### src/rtl/gate_pkg.sv
// -----------------------------------------------------------------------------
// gate_pkg
// Shared types and helpers for the pipelined reduction gate.
//   gate_op_e     : runtime operation code carried on in_op
//   gate_class_e  : reduction class (AND / OR / XOR) after folding out inversion
//   op_class()    : op code -> reduction class (illegal codes fold to AND)
//   op_identity() : padding value that leaves a reduction of that class unchanged
//   op_is_inverting(), op_is_legal()
//   clog_fanin()  : tree depth needed to reduce n leaves with a given fan-in
//   stage_offset(): bit offset of a level's input slice in the flat tree bus
// -----------------------------------------------------------------------------
package gate_pkg;

    typedef enum logic [2:0] {
        OP_AND  = 3'd0,
        OP_OR   = 3'd1,
        OP_XOR  = 3'd2,
        OP_NAND = 3'd3,
        OP_NOR  = 3'd4,
        OP_XNOR = 3'd5,
        OP_ILL6 = 3'd6,
        OP_ILL7 = 3'd7
    } gate_op_e;

    typedef enum logic [1:0] {
        CLS_AND = 2'd0,
        CLS_OR  = 2'd1,
        CLS_XOR = 2'd2
    } gate_class_e;

    // Illegal codes are deliberately folded into the AND class.
    function automatic gate_class_e op_class(input gate_op_e op);
        gate_class_e cls;
        case (op)
            OP_OR, OP_NOR:   cls = CLS_OR;
            OP_XOR, OP_XNOR: cls = CLS_XOR;
            default:         cls = CLS_AND;
        endcase
        return cls;
    endfunction

    function automatic logic op_identity(input gate_class_e cls);
        return (cls == CLS_AND);
    endfunction

    function automatic logic op_is_inverting(input gate_op_e op);
        return (op == OP_NAND) || (op == OP_NOR) || (op == OP_XNOR);
    endfunction

    function automatic logic op_is_legal(input gate_op_e op);
        return !((op == OP_ILL6) || (op == OP_ILL7));
    endfunction

    // Never returns less than one level so that degenerate parameters still
    // reach the explicit elaboration check in the top level.
    function automatic int clog_fanin(input int n, input int fanin);
        int levels;
        int cap;
        levels = 0;
        cap    = 1;
        if (fanin < 2) begin
            return 1;
        end
        while (cap < n) begin
            cap    = cap * fanin;
            levels = levels + 1;
        end
        if (levels < 1) begin
            levels = 1;
        end
        return levels;
    endfunction

    // Level k consumes fanin**(levels-k) bits; slices are packed back to back.
    function automatic int stage_offset(input int k, input int levels, input int fanin);
        int off;
        off = 0;
        for (int i = 0; i < k; i++) begin
            off = off + fanin ** (levels - i);
        end
        return off;
    endfunction

endpackage

### src/rtl/gate_reduce_node.sv
// -----------------------------------------------------------------------------
// gate_reduce_node
// Purely combinational FANIN-input reduction for one tree node.
//   cls_i : reduction class (gate_class_e encoding)
//   in_i  : FANIN input bits
//   f_o   : reduced bit (no inversion; that is applied at the final stage)
// -----------------------------------------------------------------------------
module gate_reduce_node
    import gate_pkg::*;
#(
    parameter int FANIN = 4
) (
    input  logic [1:0]       cls_i,
    input  logic [FANIN-1:0] in_i,
    output logic             f_o
);

    // Unused class encoding 3 behaves as AND, matching the illegal-op rule.
    always_comb begin
        case (cls_i)
            CLS_OR:  f_o = |in_i;
            CLS_XOR: f_o = ^in_i;
            default: f_o = &in_i;
        endcase
    end

endmodule

### src/rtl/gate_reduce_pipe.sv
// -----------------------------------------------------------------------------
// gate_reduce_pipe
// Pipelined N_IN-input reduction gate (AND/OR/XOR and inversions) with
// valid/ready handshakes. One register stage per tree level; latency LEVELS.
//   clk, rst_n           : clock, asynchronous active-low reset
//   in_valid / in_ready  : input handshake
//   in_data [N_IN-1:0]   : bits to reduce
//   in_op   [2:0]        : 0 AND, 1 OR, 2 XOR, 3 NAND, 4 NOR, 5 XNOR, 6-7 illegal
//   out_valid / out_ready: output handshake
//   out_f                : registered reduction result
//   out_err              : set alongside the result of an illegal op
// -----------------------------------------------------------------------------
module gate_reduce_pipe
    import gate_pkg::*;
#(
    parameter int N_IN  = 8,
    parameter int FANIN = 4
) (
    input  logic            clk,
    input  logic            rst_n,
    input  logic            in_valid,
    output logic            in_ready,
    input  logic [N_IN-1:0] in_data,
    input  logic [2:0]      in_op,
    output logic            out_valid,
    input  logic            out_ready,
    output logic            out_f,
    output logic            out_err
);

    localparam int LEVELS = clog_fanin(N_IN, FANIN);
    localparam int LEAVES = FANIN ** LEVELS;
    localparam int SRC_W  = stage_offset(LEVELS, LEVELS, FANIN);

    if (N_IN < 2 || FANIN < 2 || (FANIN & (FANIN - 1)) != 0) begin : g_param_check
        $error("gate_reduce_pipe: need N_IN >= 2 and FANIN a power of 2 >= 2");
    end

    // srcX[k] is what level k consumes: level 0 takes the padded input,
    // level k>0 takes the registers of level k-1.
    logic [LEVELS-1:0] stageValid;
    logic [SRC_W-1:0]  srcData;
    logic [LEVELS-1:0] srcValid;
    logic [LEVELS-1:0] srcInv;
    logic [LEVELS-1:0] srcErr;
    gate_class_e       srcCls [LEVELS];

    gate_op_e          inOp;
    gate_class_e       inCls;
    logic [LEAVES-1:0] leaves;

    assign inOp = gate_op_e'(in_op);

    // Unused leaves take the class identity so they never affect the result.
    always_comb begin
        inCls               = op_class(inOp);
        leaves              = {LEAVES{op_identity(inCls)}};
        leaves[N_IN-1:0]    = in_data;
    end

    assign srcData[LEAVES-1:0] = leaves;
    assign srcValid[0]         = in_valid;
    assign srcInv[0]           = op_is_inverting(inOp);
    assign srcErr[0]           = !op_is_legal(inOp);
    assign srcCls[0]           = inCls;

    // A full pipeline can still accept when the output is draining.
    assign in_ready = out_ready || !(&stageValid);

    for (genvar k = 0; k < LEVELS; k++) begin : g_stage
        localparam int W_IN  = FANIN ** (LEVELS - k);
        localparam int W_OUT = W_IN / FANIN;
        localparam int OFF   = stage_offset(k, LEVELS, FANIN);

        logic [W_OUT-1:0] reduced;
        logic             stageReady;

        for (genvar j = 0; j < W_OUT; j++) begin : g_node
            gate_reduce_node #(
                .FANIN (FANIN)
            ) u_node (
                .cls_i (srcCls[k]),
                .in_i  (srcData[OFF + j*FANIN +: FANIN]),
                .f_o   (reduced[j])
            );
        end

        // Stage k may load if it or any later stage has a hole, or the
        // output is being consumed: this collapses bubbles.
        assign stageReady = out_ready || !(&stageValid[LEVELS-1:k]);

        if (k == LEVELS - 1) begin : g_last
            logic valid_q;
            logic f_q;
            logic err_q;
            logic f_d;

            assign f_d = reduced[0] ^ srcInv[k];

            always_ff @(posedge clk or negedge rst_n) begin
                if (!rst_n) begin
                    valid_q <= 1'b0;
                    f_q     <= 1'b0;
                    err_q   <= 1'b0;
                end else if (stageReady) begin
                    valid_q <= srcValid[k];
                    if (srcValid[k]) begin
                        f_q   <= f_d;
                        err_q <= srcErr[k];
                    end
                end
            end

            assign stageValid[k] = valid_q;
            assign out_valid     = valid_q;
            assign out_f         = f_q;
            assign out_err       = err_q;
        end else begin : g_mid
            localparam int NEXT_OFF = stage_offset(k + 1, LEVELS, FANIN);

            logic             valid_q;
            logic [W_OUT-1:0] data_q;
            gate_class_e      cls_q;
            logic             inv_q;
            logic             err_q;

            always_ff @(posedge clk or negedge rst_n) begin
                if (!rst_n) begin
                    valid_q <= 1'b0;
                    data_q  <= '0;
                    cls_q   <= CLS_AND;
                    inv_q   <= 1'b0;
                    err_q   <= 1'b0;
                end else if (stageReady) begin
                    valid_q <= srcValid[k];
                    if (srcValid[k]) begin
                        data_q <= reduced;
                        cls_q  <= srcCls[k];
                        inv_q  <= srcInv[k];
                        err_q  <= srcErr[k];
                    end
                end
            end

            assign stageValid[k]                 = valid_q;
            assign srcData[NEXT_OFF +: W_OUT]    = data_q;
            assign srcValid[k+1]                 = valid_q;
            assign srcCls[k+1]                   = cls_q;
            assign srcInv[k+1]                   = inv_q;
            assign srcErr[k+1]                   = err_q;
        end
    end

endmodule

### config.mk
export PLATFORM = sky130hd
export DESIGN_NAME = gate_reduce_pipe
export DESIGN_NICKNAME = d
export VERILOG_FILES = /design/src/rtl/gate_pkg.sv /design/src/rtl/gate_reduce_node.sv /design/src/rtl/gate_reduce_pipe.sv
export SDC_FILE = /design/constraint.sdc
export NUM_CORES = 1
export LEC_CHECK = 0
export ABC_AREA = 0
export BUFFER_PORTS_ARGS = -buffer_cell sky130_fd_sc_hd__clkbuf_2
export CORE_MARGIN = 4
export CORE_UTILIZATION = 56
export CTS_CLUSTER_SIZE = 40
export DETAILED_ROUTE_END_ITERATION = 12
export PLACE_DENSITY = 0.78
export SETUP_SLACK_MARGIN = 0.1
export SYNTH_ARGS = -nofsm -noshare
export SYNTH_HDL_FRONTEND = slang
export SYNTH_HIERARCHICAL = 1
export SYNTH_SLANG_ARGS = --single-unit
### constraint.sdc
create_clock -name clk -period 2 [get_ports clk]
set_input_delay 0.1 -clock clk [delete_from_list [all_inputs] [get_ports clk]]
set_output_delay 0.1 -clock clk [all_outputs]
set_load 0.1 [all_outputs]
==> flow_metrics.env <==
export IMPL_run_status="finished, final reports clean"
export IMPL_p_total_uw=905
export IMPL_fin_area_um2=1420
export IMPL_hold_start="in_valid"
export IMPL_synth_fp_nets=173
export IMPL_relSlewSlack_pct=63.9
export IMPL_required_ns=2.16
export IMPL_ys_types=19
export IMPL_initial_core_util_pct=60.8
export IMPL_met3_length_um=29
export IMPL_worstReg2RegEnd="out_f"
export IMPL_cts_root_buf="clkbuf_4"
export IMPL_first_iter_violations=8
export IMPL_synth_top_area_share_pct=30.5
export IMPL_post_cts_buffers=0
export IMPL_cts_clk_slew_worst_paths_ns=0.07
export IMPL_path_cells="inv_1 -> ha_1 -> xor2_1 -> nand3b_1 -> o211ai_2 -> xor2_1 -> mux2_2"
export IMPL_synth_seq_cells=12
export IMPL_dp_hpwl_um=1710
export IMPL_setup_viol=0
export IMPL_max_freq_mhz=617
export IMPL_peakVddDrop_uv=577
export IMPL_slowest_delay_ns=0.40
export IMPL_finalCritPeriodShare_pct=81.1
export IMPL_hold_class="primary input to flop"
export IMPL_cts_buffer_depth=2
export IMPL_rsz0062_at_grt="no"
export IMPL_maxSlewViolCount=0
export IMPL_synth_top_cell_by_area="ha_1"
export IMPL_area_growth_pct=15.2
export IMPL_rows=16
export IMPL_grt_pass1_wl_um=3370
export IMPL_antenna_found_initial=0
export IMPL_placed_area_um2=1380
export IMPL_vias=873
export IMPL_seq_area_frac_synth_pct=24.4
export IMPL_setup_tns_ns=0
export IMPL_power_density_nw_per_um2=639
export IMPL_fin_cells=181
export IMPL_hold_end="g_stage[0].g_mid.valid_q"
export IMPL_crit_buf_inv=1
export IMPL_syn_instance_count=128
export IMPL_crit_type="flop to flop"
export IMPL_yosys_warnings=6
export IMPL_maxUsedRoutingLayer="met4"
export IMPL_layout_min_cycle_time_ns=1.62
export IMPL_wl_met2_um=1060
export IMPL_die_area_um2=3010
export IMPL_ant_nets=0
export IMPL_finalHoldViolations=0
export IMPL_critPathMostFrequentCell="xor2_1"
export IMPL_grt_max_degree=13
export IMPL_worstHoldPathCells=2
export IMPL_drive_gt1_share_pct=28.6
export IMPL_cp_top_family="flip-flops"
export IMPL_final_nets=200
export IMPL_grt_pass1_vias=822
export IMPL_grt_use_total_pct=15.7
export IMPL_final_common_cell="inv_1"
export IMPL_arrival_ns=1.78
export IMPL_wire_per_inst_um=10.7
export IMPL_place_inst=176
export IMPL_cts_sinks=12
export IMPL_numCtsBuffers=3
export IMPL_start_kind="flop"
export IMPL_drc=0
export IMPL_worstReg2RegStart="g_stage[0].g_mid.data_q[2]"
export IMPL_cpMaxStageDelayCell="dfrtp_1"
export IMPL_die_height_um=54.9
export IMPL_firstDrtPassIters=3
export IMPL_cts_max_level=1
export IMPL_worst_r2r_setup_slack_ns=0.38
export IMPL_fp_coreArea_um2=2020
export IMPL_gp_congestion=0.753
export IMPL_insertion_delay_ns=0.27
export IMPL_syn_area_per_cell_um2=9.61
export IMPL_cts_tree="yes"
export IMPL_clock_skew_ns=0.00377
export IMPL_met1_length_um=831
export IMPL_port_buffers=18
export IMPL_cap_violations=0
export IMPL_reg2regPathDepth=7
export IMPL_power_leakage_nw=0.814
export IMPL_worst_pin_slew_ns=0.544
export IMPL_synth_top_cells_by_area="ha_1 31%, dfrtp_1 24%, inv_1 9.5%"
export IMPL_fp_dieW_um=54.9
export IMPL_cp_end_kind="flop"
export IMPL_final_cell_mix="31 x inv_1, 30 x ha_1, 18 x clkbuf_2, 11 x nand2_1, 11 x dfrtp_1"
export IMPL_vias_per_cell=4.82
export IMPL_diodes=0
export IMPL_gr_total_overflow=0
export IMPL_cp_max_fo=3
export IMPL_netlist_area_um2=1230
export IMPL_totalWireLength_um=1940
export IMPL_num_io_pins=19
==> logic make-up after synthesis <==
group                    share of synthesized area (%)
adder cells (fa/ha/maj)                           30.5
AND/OR/NAND/NOR                                   14.6
multiplexers                                      9.66
AO/OA/AOI/OAI                                     6.31
flip-flops                                        24.4
XOR/XNOR                                          4.98
buffers and inverters                             9.46
==> report_power, final <==
group,switching (mW),internal [mW]
sequential,0.0316,0.285
combinational,0.273,0.162
clock,0.0764,0.0773
total,0.381,0.524
==> worst register-to-register path: cells and delay by family (launching register included) <==
| kind | cells | cell delay (ns) |
|---|---|---|
| DFF | 1 | 0.40 |
| AOI/OAI and AO/OA | 1 | 0.10 |
| buffers and inverters | 1 | 0.06 |
| adders and majority gates | 1 | 0.30 |
| and+or+nand+nor | 1 | 0.09 |
| muxes | 1 | 0.26 |
| xor gates and xnor gates | 2 | 0.31 |
==> cell usage after synthesis, drive strengths merged <==
cell type and instances:
dfrtp 12, xnor2 1, ha 30, inv 31, nand3 5, nor2 2, nand2 12, o21ai 1
nand4 1, mux2i 1, nand3b 6, xor2 6, o211ai 5, nand2b 5, a21bo 1, mux2 9
==> repair_timing <==
item,CTS,global route
hold endpoints to repair,12,0
resized for setup,0,0
hold buffers,1,0
==> cell type report <==
class                      count  area [µm²]
clock buffer                   4        26.3
fill                         159         606
inverter                      31         116
multi-input combinational     85         816
sequential                    12         302
tap                           27        33.8
timing repair buffer          22         123
==> sequential cells by signal, indices dropped and copies added (netlist names) <==
signal	count
g_stage.g_mid.inv_q	1
g_stage.g_mid.data_q	4
out_err	1
g_stage.g_mid.valid_q	1
out_f	1
g_stage.g_mid.cls_q	2
out_valid	1
g_stage.g_mid.err_q	1
==> metrics by stage <==
step	setup WS [ns]	hold WS [ns]	util, %
6_report	0.378	0.0923	70.0
5_1_grt	0.272	0.0925	70.0
4_1_cts	0.379	0.0865	70.0
3_5_place_dp	0.142	-0.00785	68.3
3_3_place_gp	0.224	-0.0102	68.3
2_1_floorplan	0.130	-0.196	-
==> how the worst max path moves through the flow <==
| stage | from | endpoint | slack [ns] | cells past startpoint |
|---|---|---|---|---|
| floorplan | in_op[0] | g_stage[0].g_mid.data_q[2] | 0.13 | 9 |
| global placement | in_op[0] | g_stage[0].g_mid.data_q[2] | 0.22 | 10 |
| detailed placement | in_op[2] | g_stage[0].g_mid.data_q[2] | 0.14 | 10 |
| CTS | g_stage[0].g_mid.data_q[2] | out_f | 0.38 | 7 |
| global route | in_op[2] | g_stage[0].g_mid.data_q[2] | 0.27 | 10 |
| finish | g_stage[0].g_mid.data_q[2] | out_f | 0.38 | 7 |
==> per-layer routing <==
| metal | track usage, % | up-vias |
|---|---|---|
| met5 | 0 | - |
| met4 | 6.22 | 0 |
| met1 | 17.4 | 399 |
| met2 | 29.1 | 7 |
| met3 | 2.45 | 2 |
| li1 | - | 465 |
Power figures use the tool's default switching activity.
